**src/rtl/cpu_types_pkg.sv**
```systemverilog
// Shared CPU types: word/RAM handshake types plus the memory arbiter's state
// and requester encodings.
package cpu_types_pkg;

    localparam int unsigned WORD_W = 32;

    typedef logic [WORD_W-1:0] word_t;

    typedef enum logic [1:0] {
        FREE   = 2'd0,
        BUSY   = 2'd1,
        ACCESS = 2'd2,
        ERROR  = 2'd3
    } ramstate_t;

    typedef logic [1:0] arb_state_t;
    localparam arb_state_t IDLE  = 2'd0;
    localparam arb_state_t DSERV = 2'd1;
    localparam arb_state_t ISERV = 2'd2;

    typedef enum logic {
        INSTR = 1'b0,
        DATA  = 1'b1
    } requester_t;

endpackage

```
**src/rtl/mem_arbiter.sv**
```systemverilog
// Serialises cache instruction/data requests onto a single-port RAM.
// ARB_RR_EN: alternate grants on contention instead of fixed data priority.
module mem_arbiter
    import cpu_types_pkg::*;
#(
    parameter int unsigned ADDR_W = 32,
    parameter int unsigned DATA_W = WORD_W
) (
    input  logic              CLK,
    input  logic              RST,
    input  logic              iREN,
    input  logic [ADDR_W-1:0] iaddr,
    output logic              iwait,
    output logic [DATA_W-1:0] iload,
    input  logic              dREN,
    input  logic              dWEN,
    input  logic [ADDR_W-1:0] daddr,
    input  logic [DATA_W-1:0] dstore,
    output logic              dwait,
    output logic [DATA_W-1:0] dload,
    output logic              ramREN,
    output logic              ramWEN,
    output logic [ADDR_W-1:0] ramaddr,
    output logic [DATA_W-1:0] ramstore,
    input  logic [DATA_W-1:0] ramload,
    input  ramstate_t         ramstate,
    output logic              err
);

    arb_state_t        state, next_state;
    logic [ADDR_W-1:0] lat_addr;
    logic [DATA_W-1:0] lat_data;
    logic              lat_we;
    logic              d_req, grant_d, grant_i, set_err, prefer_i;

    assign d_req    = dREN | dWEN;
    assign ramaddr  = lat_addr;
    assign ramstore = lat_data;

`ifdef ARB_RR_EN
    requester_t last_grant;

    assign prefer_i = (last_grant == DATA);

    // Remember who completed last so contention alternates.
    always_ff @(posedge CLK or posedge RST) begin
        if (RST) begin
            last_grant <= INSTR;
        end else if (!dwait) begin
            last_grant <= DATA;
        end else if (!iwait) begin
            last_grant <= INSTR;
        end
    end
`else
    assign prefer_i = 1'b0;
`endif

    always_ff @(posedge CLK or posedge RST) begin
        if (RST) begin
            state <= IDLE;
        end else begin
            state <= next_state;
        end
    end

    // Request latches and sticky error flag.
    always_ff @(posedge CLK or posedge RST) begin
        if (RST) begin
            lat_addr <= '0;
            lat_data <= '0;
            lat_we   <= 1'b0;
            err      <= 1'b0;
        end else begin
            if (grant_d) begin
                lat_addr <= daddr;
                lat_data <= dstore;
                lat_we   <= dWEN;
            end else if (grant_i) begin
                lat_addr <= iaddr;
                lat_we   <= 1'b0;
            end
            if (set_err) begin
                err <= 1'b1;
            end
        end
    end

    always_comb begin
        next_state = state;
        grant_d    = 1'b0;
        grant_i    = 1'b0;
        set_err    = 1'b0;
        iwait      = 1'b1;
        dwait      = 1'b1;
        iload      = '0;
        dload      = '0;
        ramREN     = 1'b0;
        ramWEN     = 1'b0;
        case (state)
            IDLE: begin
                grant_d = d_req & ~(iREN & prefer_i);
                grant_i = iREN & ~grant_d;
                if (grant_d) begin
                    next_state = DSERV;
                end else if (grant_i) begin
                    next_state = ISERV;
                end
            end
            DSERV: begin
                // A withdrawn request drops the strobes with no completion.
                if (!d_req) begin
                    next_state = IDLE;
                end else begin
                    ramWEN = lat_we;
                    ramREN = ~lat_we;
                    if (ramstate == ACCESS) begin
                        dwait      = 1'b0;
                        dload      = ramload;
                        next_state = IDLE;
                    end else if (ramstate == ERROR) begin
                        set_err    = 1'b1;
                        next_state = IDLE;
                    end
                end
            end
            ISERV: begin
                if (!iREN) begin
                    next_state = IDLE;
                end else begin
                    ramREN = 1'b1;
                    if (ramstate == ACCESS) begin
                        iwait      = 1'b0;
                        iload      = ramload;
                        next_state = IDLE;
                    end else if (ramstate == ERROR) begin
                        set_err    = 1'b1;
                        next_state = IDLE;
                    end
                end
            end
            default: next_state = IDLE;
        endcase
    end

endmodule

```
**config.mk**
```make
export PLATFORM = sky130hd
export DESIGN_NAME = mem_arbiter
export DESIGN_NICKNAME = d
export VERILOG_FILES = /design/src/rtl/cpu_types_pkg.sv /design/src/rtl/mem_arbiter.sv
export SDC_FILE = /design/constraint.sdc
export NUM_CORES = 1
export LEC_CHECK = 0
export ABC_AREA = 1
export BUFFER_PORTS_ARGS = -buffer_cell sky130_fd_sc_hd__buf_2
export CORE_AREA = 2 2 104 106
export CTS_CLUSTER_DIAMETER = 200
export DETAILED_ROUTE_END_ITERATION = 6
export DIE_AREA = 0 0 106 108
export GPL_TIMING_DRIVEN = 0
export PLACE_DENSITY = 0.87
export SLEW_MARGIN = 20
export SYNTH_ARGS = -nofsm -noshare
export SYNTH_HDL_FRONTEND = slang
export SYNTH_SLANG_ARGS = --single-unit
export TNS_END_PERCENT = 100
```
**constraint.sdc**
```tcl
create_clock -name CLK -period 1.8 [get_ports CLK]
set_input_delay 0.09 -clock CLK [delete_from_list [all_inputs] [get_ports CLK]]
set_output_delay 0.09 -clock CLK [all_outputs]
set_load 0.005 [all_outputs]
```
-- Word level (Yosys, flattened, before mapping)
Index checks and enable logic that the tools add are counted.
- logic and storage cells: 49
- input bits: 135
- flip-flop bits (word level): 68
- output and inout port bits: 133
- multiplexer cells: 33
- reductions and logical operators: 2
- equality and inequality tests: 5
- bitwise logic cells: 4
- operators by type and width (cell ; number):
    $mux 32 ; 7
    $mux 1 ; 17
    $mux 2 ; 6
    $eq 2x2->1 const B ; 3
    $pmux 2 s3 ; 1
    $pmux 1 s2 ; 2
    $ne 3x3->1 const B ; 1
    $eq 2x1->1 const B ; 1
    $logic_not 2->1 ; 1
    $not 1->1 ; 2
    $reduce_bool 2->1 ; 1
    $and 1x1->1 ; 1
    $or 1x1->1 ; 1

-- Depth between registers and ports, before layout
Gate-level depths: netlist (run 1).
- depth after elaboration: 6
- depth in mapped cells: 8
- gate-level depth less buffers: 7

-- Least setup slack after synthesis (run 1)
Ideal clock, no wire load.
- kind: register to register
- start: reg state[0]
- end: reg lat_addr[10] (netlist: ramaddr[10])
- arrival: 1.332 ns
- data required time: 1.681 ns
- library setup time: 0.119 ns
- path slack: 0.349 ns
- cell stages (with the launch flop): 9
- clock period less this slack: 1.451 ns
- path buffers: 1
- path through: dfrtp_1 -> inv_1 -> ha_1 -> inv_2 -> nor2_4 -> buf_2 -> nand2_1 -> nand3_1 -> o21ai_2
- longest elaborated chain between the ends: 3
- elaborated cells on any way between the ends: 5
- classes of those cells: 3 x mux; 2 x reduce/logical
- ends and longest elaborated chain (what ; RTL line ; source):
    start: declaration ; mem_arbiter.sv:30 ; arb_state_t state, next_state;
    start signal: assignment ; mem_arbiter.sv:63 ; state <= next_state;
    $logic_not 2->1 * ; mem_arbiter.sv:100 ; case (state)
    $mux 1 ; mem_arbiter.sv:100 ;
    $mux 32 or $reduce_bool 2->1 (tied branches) ; - ;
    end signal: assignment ; mem_arbiter.sv:76 ; lat_addr <= daddr;
    end signal: assignment ; mem_arbiter.sv:80 ; lat_addr <= iaddr;
    end: declaration ; mem_arbiter.sv:31 ; logic [ADDR_W-1:0] lat_addr;
Every way passes the cells marked *; elsewhere a longest branch is shown, timed or not.
A chain may end at the register's enable or synchronous reset.

-- Worst setup path after layout (run 1)
- start: reg state[1]
- end: out dload[4]
- longest elaborated chain between the ends: 2
- ends and longest elaborated chain (what ; RTL line ; source):
    $eq 2x1->1 ; mem_arbiter.sv:100 ;
    $mux 32 ; mem_arbiter.sv:100 ;
    end: declaration ; mem_arbiter.sv:20 ; output logic [DATA_W-1:0] dload,
No other way between the ends.

==> results.toml, run 1 <==
[global_route]
grt_start_max_net_pins = 31
grt_pass1_wl_mm = 20.0
gr-usage-all-layers_pct = 22.3
grt.met1_usage_pct = 24.0
groute.layer.met2.usage_pct = 39.6
via_count_of_the_first_global_routing_pass = 4354
overflow = 0
grt-busiest-layer = "met2"
grt_util_met3_pct = 5.79
antenna_found_initial = 2

[worst_setup_path]
cpPeakStageDelay_ps = 460
critical_path.endpoint_type = "output port"
setup.worst_path.class = "register to output port"
cp-start-kind = "register"
timing.critical_path.required_ps = 1710
cell_family_contributing_the_most_delay_on_the_critical_path = "flip-flops"
series_of_cell_instances_along_the_critical_path = "inv_2 -> ha_4 -> nand3_4 -> buf_6 -> nor2_1 -> buf_2"
arrival_ps = 1650
critical_path_buf_inv_count = 3
worst_path_maximum_fanout = 10
worst_path_max_delay_cell = "sky130_fd_sc_hd__dfrtp_2"

[placement]
io_buffers = 267
dp_slack_ps = -25.4
place_hpwl_mm = 9.54
place.detailed.instances = 967
finalWeightedCongestion = 0.886

[synth]
synth_sequential_area_ratio_pct = 44.1
netlist-cell-type-count = 21
synthesized_area_divided_by_synthesized_cell_count_um2 = 6.87
post_synth_instance_area_um2 = 3860
postSynthCellCount = 562
ys_ff_latch = 68
synth_warnings = 0
mappedNetlistNets = 701

[clock_tree]
ctsLongestPathBuffers = 2
clock_sinks = 68
htreeDepth = 3
cts.clk_slew.worst_paths_ps = 80
cts_inserted_buffers = 9
clock-root-buffer = "sky130_fd_sc_hd__clkbuf_8"
clkLatencyLatePin_ps = 330
cts_tree = "yes"

[floorplanning]
design.portCount = 268
fp-row-count = 37
fp.dieArea_um2 = 11400
fp.dieW_um = 106
floorplan.die.height_um = 108
core_region_area_um2 = 10200
start_util_pct = 37.7

[timing]
maxSlewViolCount = 0
grt_setup_unrepaired = "yes"
finalClockSkew_ps = 8.88
final.min_clock_period_ps = 1740
final_critical_path_setup_slack_ps = 61.4
worst_slew_pin_slew_ps = 504
timing.final.setup_violations = 0
number_of_endpoints_with_negative_hold_slack_in_the_final_report = 0
fin_worst_hold_slack_ps = 40.4
min_period_over_period_pct = 96.6
relSlewSlack_pct = 66.2
achievable-frequency_mhz = 575

[drt]
vias = 4537
detailedRoute.firstIterationViolations = 196
vias_per_cell = 4.42
drtPass1Iterations = 4
ant_nets = 0
wire_per_inst_um = 13.2
drcViolationCount = 0
wirelength_mm = 13.6

[pwr]
pd_cells_nw_per_um2 = 1310
seq_power_share_pct = 32.9
power.clock.fraction_pct = 16.8
power.total_mw = 8.20
net-switching-power_mw = 3.37
leakage_nw = 3.97
power.switching_fraction_pct = 41.1
combPwrFrac_pct = 50.2
vdd_drop_max_v = 0.000837
cellInternalPower_mw = 4.83

[layout]
drive_gt1_share_pct = 42.2
finalCoreUtilization_pct = 61.4
stdcell_count = 1027
final_net_count = 1024
fillers = 899
areaGrowthSynthToFinish_pct = 62.7

[hold_path]
min_path_type = "input port to register"

[flow_run]
max_cap_viol_count = 0

[status]
run_status = "completed"
==> synthesized netlist by cell type <==
| library cell | instances | area share, % |
|---|---|---|
| sky130_fd_sc_hd__nand2_1 | 172 | 17 |
| sky130_fd_sc_hd__buf_6 | 4 | 1.2 |
| sky130_fd_sc_hd__inv_2 | 5 | 0.49 |
| sky130_fd_sc_hd__buf_2 | 17 | 2.2 |
| sky130_fd_sc_hd__ha_1 | 4 | 1.3 |
| sky130_fd_sc_hd__o21ai_1 | 22 | 2.9 |
| sky130_fd_sc_hd__nor2_4 | 2 | 0.58 |
| sky130_fd_sc_hd__o21ai_2 | 10 | 2.3 |
| sky130_fd_sc_hd__o22ai_1 | 1 | 0.16 |
| sky130_fd_sc_hd__nor2_1 | 70 | 6.8 |
| sky130_fd_sc_hd__a21oi_1 | 1 | 0.13 |
| sky130_fd_sc_hd__o21bai_1 | 1 | 0.19 |
| sky130_fd_sc_hd__inv_1 | 136 | 13 |
| sky130_fd_sc_hd__nand3_1 | 32 | 4.2 |
| sky130_fd_sc_hd__a21oi_2 | 1 | 0.23 |
| sky130_fd_sc_hd__buf_4 | 5 | 0.97 |
| sky130_fd_sc_hd__dfrtp_1 | 68 | 44 |
| sky130_fd_sc_hd__nand2_2 | 1 | 0.16 |
| sky130_fd_sc_hd__o21ai_0 | 1 | 0.13 |
| sky130_fd_sc_hd__nand4_1 | 2 | 0.32 |
| sky130_fd_sc_hd__nand3_2 | 7 | 1.8 |
==> layout by cell type, fill, tap and decap left out, drive strengths merged, types with 3 or more instances in the layout <==
cell / n
ha: 4
nand3: 39
dlygate4sd3: 33
clkinvlp: 3
o21ai: 33
dfrtp: 68
buf: 300
nand2: 173
inv: 141
nor2: 72
clkbuf: 14
==> registers in the layout, summed over array words and instances, names as in the netlist <==
register  cells
ramaddr      32
state         2
ramstore     32
err           1
lat_we        1
==> what timing repair did <==
item	in CTS	in global routing
hold buffers	33	0
endpoints found under the setup margin	73	86
setup buffers	4	3
gates resized for setup	19	44
pin swaps	1	4
gates cloned	0	3
endpoints found under the hold margin	53	0
==> stage by stage <==
step / instance area (um^2) / TNS [ps]
after floorplan: 3860 / 0
after global placement: 5370 / -3.37
after detailed placement: 5410 / -38.8
after CTS: 6040 / 0
after global routing: 6280 / -599
final: 6280 / 0
==> cell type report <==
class	instances	area (um^2)	share of cell area, %
sequential	68	1700	27.1
clock inverter	6	88.8	1.41
timing repair buffer	312	1820	29.0
tap	136	170	2.71
buffer	26	223	3.55
multi-input combinational	327	1610	25.6
antenna	2	5.00	0.0797
clock buffer	9	124	1.97
inverter	141	536	8.53
==> worst paths after layout <==
kind                              start            to  slack, ps  depth (start not counted)
max                            state[1]      dload[4]         60                          6
min                         ramstate[0]           err         40                          3
max reg2reg                    state[1]   ramaddr[16]         80                          8
min reg2reg                ramstore[21]  ramstore[21]        480                          2
max in group asynchronous           RST   ramaddr[21]       1060                          4
min in group asynchronous           RST    ramaddr[5]        270                          3
==> worst min-delay path: stages <==
cell and delay (ps):
sky130_fd_sc_hd__buf_2 110, sky130_fd_sc_hd__nand3_1 70, sky130_fd_sc_hd__o21bai_1 70
==> power by group through the flow <==
stage               registers, mW  logic, mW  clock network [mW]
detailed placement           2.69       3.82                   0
CTS                          2.68       3.98                1.42
global route                 2.79       4.58                1.51
global placement             2.67       3.70                   0
floorplan                    2.76       2.14                   0
finish                       2.70       4.12                1.38
==> cells by family (layout without fill, tap and decap cells) <==
kind of cell               Yosys count  count (layout)  share of synthesized area [%]
other                                0               2                              0
buffers and inverters              167             494                           18.1
DFF                                 68              68                           44.1
and+or+nand+nor                    286             286                           30.6
AOI/OAI and AO/OA                   37              37                           5.97
adders and majority gates            4               4                           1.30
==> layer usage <==
layer | part of all wire [%] | routed length, um
met2 | 52 | 7020
met4 | 4.3 | 578
met1 | 38 | 5090
met5 | 0 | 0
met3 | 6.4 | 865
No activity file was read; power rests on OpenSTA's default activity.
==> run 2: changes to the inputs <==
--- a/config.mk
+++ b/config.mk
@@ -13,6 +13,7 @@
 export DIE_AREA = 0 0 106 108
 export GPL_TIMING_DRIVEN = 0
 export PLACE_DENSITY = 0.87
+export RECOVER_POWER = 50
 export SLEW_MARGIN = 20
 export SYNTH_ARGS = -nofsm -noshare
 export SYNTH_HDL_FRONTEND = slang
==> results.toml, run 2 (synthesis results as in run 1) <==
[worst_setup_path]
worst_path_maximum_fanout = 10
cp-start-kind = "register"
critical_path.endpoint_type = "output port"
timing.critical_path.required_ps = 1710
setup.worst_path.class = "register to output port"
worstReg2RegStart = "state[1]"
cpPeakStageDelay_ps = 460
worst_path_max_delay_cell = "sky130_fd_sc_hd__dfrtp_2"
arrival_ps = 1650
series_of_cell_instances_along_the_critical_path = "inv_2 -> ha_4 -> nand3_4 -> buf_6 -> nor2_1 -> buf_2"
worst_setup_path_startpoint = "state[1]"

[timing]
grt_setup_unrepaired = "yes"
min_period_over_period_pct = 96.5
number_of_endpoints_with_negative_hold_slack_in_the_final_report = 0
worst_slew_pin_slew_ps = 760
timing.final.setup_violations = 0
finalClockSkew_ps = 7.95
achievable-frequency_mhz = 576
relSlewSlack_pct = 49.3
fin_worst_hold_slack_ps = 41.1
final.min_clock_period_ps = 1740
setup_total_negative_slack_ps = 0
maxSlewViolCount = 0

[layout]
drive_gt1_share_pct = 37.8
final_net_count = 1024
mostFrequentLayoutCells = "sky130_fd_sc_hd__buf_2 (235), sky130_fd_sc_hd__nand2_1 (170), sky130_fd_sc_hd__inv_1 (132)"
most_common_cell_after_layout_fill_and_taps_aside = "sky130_fd_sc_hd__buf_2"
finalCoreUtilization_pct = 60.6
areaGrowthSynthToFinish_pct = 60.6

[clock_tree]
cts_tree = "yes"
clock-root-buffer = "sky130_fd_sc_hd__clkbuf_8"
htreeDepth = 3
clock_sinks = 68
cts_inserted_buffers = 9
clkLatencyLatePin_ps = 330
ctsLongestPathBuffers = 2
cts.clk_slew.worst_paths_ps = 80

[drt]
wirelength_mm = 13.6
drcViolationCount = 0
ant_nets = 0
vias_per_cell = 4.45
vias = 4572
drtPass1Iterations = 4
wire_per_inst_um = 13.2
detailedRoute.firstIterationViolations = 204

[pwr]
vdd_drop_max_v = 0.000839
power.total_mw = 8.10
leakage_nw = 3.84
pd_cells_nw_per_um2 = 1310

[hold_path]
min_path_type = "input port to register"
hold_path_startpoint = "ramstate[0]"

[placement]
finalWeightedCongestion = 0.886
io_buffers = 267
place_hpwl_mm = 9.54

[global_route]
antenna_found_initial = 2
overflow = 0
via_count_of_the_first_global_routing_pass = 4354
gr-usage-all-layers_pct = 22.3
grt_pass1_wl_mm = 20.0
grt_start_max_net_pins = 31

[floorplanning]
design.portCount = 268
floorplan.die.height_um = 108
core_region_area_um2 = 10200
fp.dieArea_um2 = 11400
start_util_pct = 37.7
fp-row-count = 37
fp.dieW_um = 106

[status]
run_status = "completed"

[flow_run]
max_cap_viol_count = 0
[run 2: cell types whose count changed in the layout (fill, tap and decap cells not counted)]
| cell | change |
|---|---|
| sky130_fd_sc_hd__clkbuf_2 | +2 |
| sky130_fd_sc_hd__clkbuf_1 | +38 |
| sky130_fd_sc_hd__buf_12 | -2 |
| sky130_fd_sc_hd__clkinvlp_4 | -1 |
| sky130_fd_sc_hd__buf_2 | -39 |
| sky130_fd_sc_hd__buf_1 | +1 |
| sky130_fd_sc_hd__clkinvlp_2 | +1 |
[run 2: stage by stage]
| step | area [um^2] | worst slack [ps] | cells |
|---|---|---|---|
| 3_3_place_gp | 5370 | -3.37 | 965 |
| 3_5_place_dp | 5410 | -25.4 | 967 |
| 6_report | 6200 | 62.6 | 1027 |
| 4_1_cts | 6040 | 16.2 | 1019 |
| 2_1_floorplan | 3860 | 349 | 562 |
| 5_1_grt | 6200 | -48.3 | 1027 |
[run 2: final timing paths]
kind | end | slack (ps) | cells past startpoint
min in group asynchronous | ramaddr[2] | 320 | 3
worst max-delay path | dload[4] | 60 | 6
worst min-delay path | err | 40 | 3
max in group asynchronous | ramaddr[14] | 380 | 4
worst min register to register | ramstore[21] | 480 | 2
worst max register to register | ramaddr[16] | 90 | 8
[run 2: area by class of cell]
cell class                      instances  area (um^2)
Antenna cell                            2         5.00
Buffer                                 26          223
Clock buffer                            9          124
Clock inverter                          6         88.8
Fill cell                             929         4030
Inverter                              141          533
Multi-Input combinational cell        327         1610
Sequential cell                        68         1700
Tap cell                              136          170
Timing Repair Buffer                  312         1740
[run 2: worst max-delay path, delay by kind of cell, from the launching register on]
kind,cells,cell delay (ps)
adders and majority gates,1,170
DFF,1,460
and+or+nand+nor,2,230
buffers and inverters,3,460
[run 2: metal layers]
| layer | up-vias | wire, um | GRT usage, % |
|---|---|---|---|
| met5 | - | 0 | 0 |
| li1 | 2264 | - | - |
| met3 | 38 | 861 | 5.79 |
| met2 | 198 | 7030 | 39.6 |
| met4 | 0 | 587 | 13.5 |
| met1 | 2072 | 5090 | 24.0 |
[run 2: what timing repair did]
item / 4_1_cts / 5_1_grt
endpoints found under the hold margin: 53 / 0
hold buffers: 33 / 0
setup buffers: 4 / 3
endpoints found under the setup margin: 73 / 86
cloned: 0 / 3
pin swaps: 1 / 4
resized for setup: 19 / 44
[run 2: where the power goes]
group	internal, mW	switching [mW]
sequential	2.29	0.424
clock	0.775	0.610
combinational	1.65	2.35
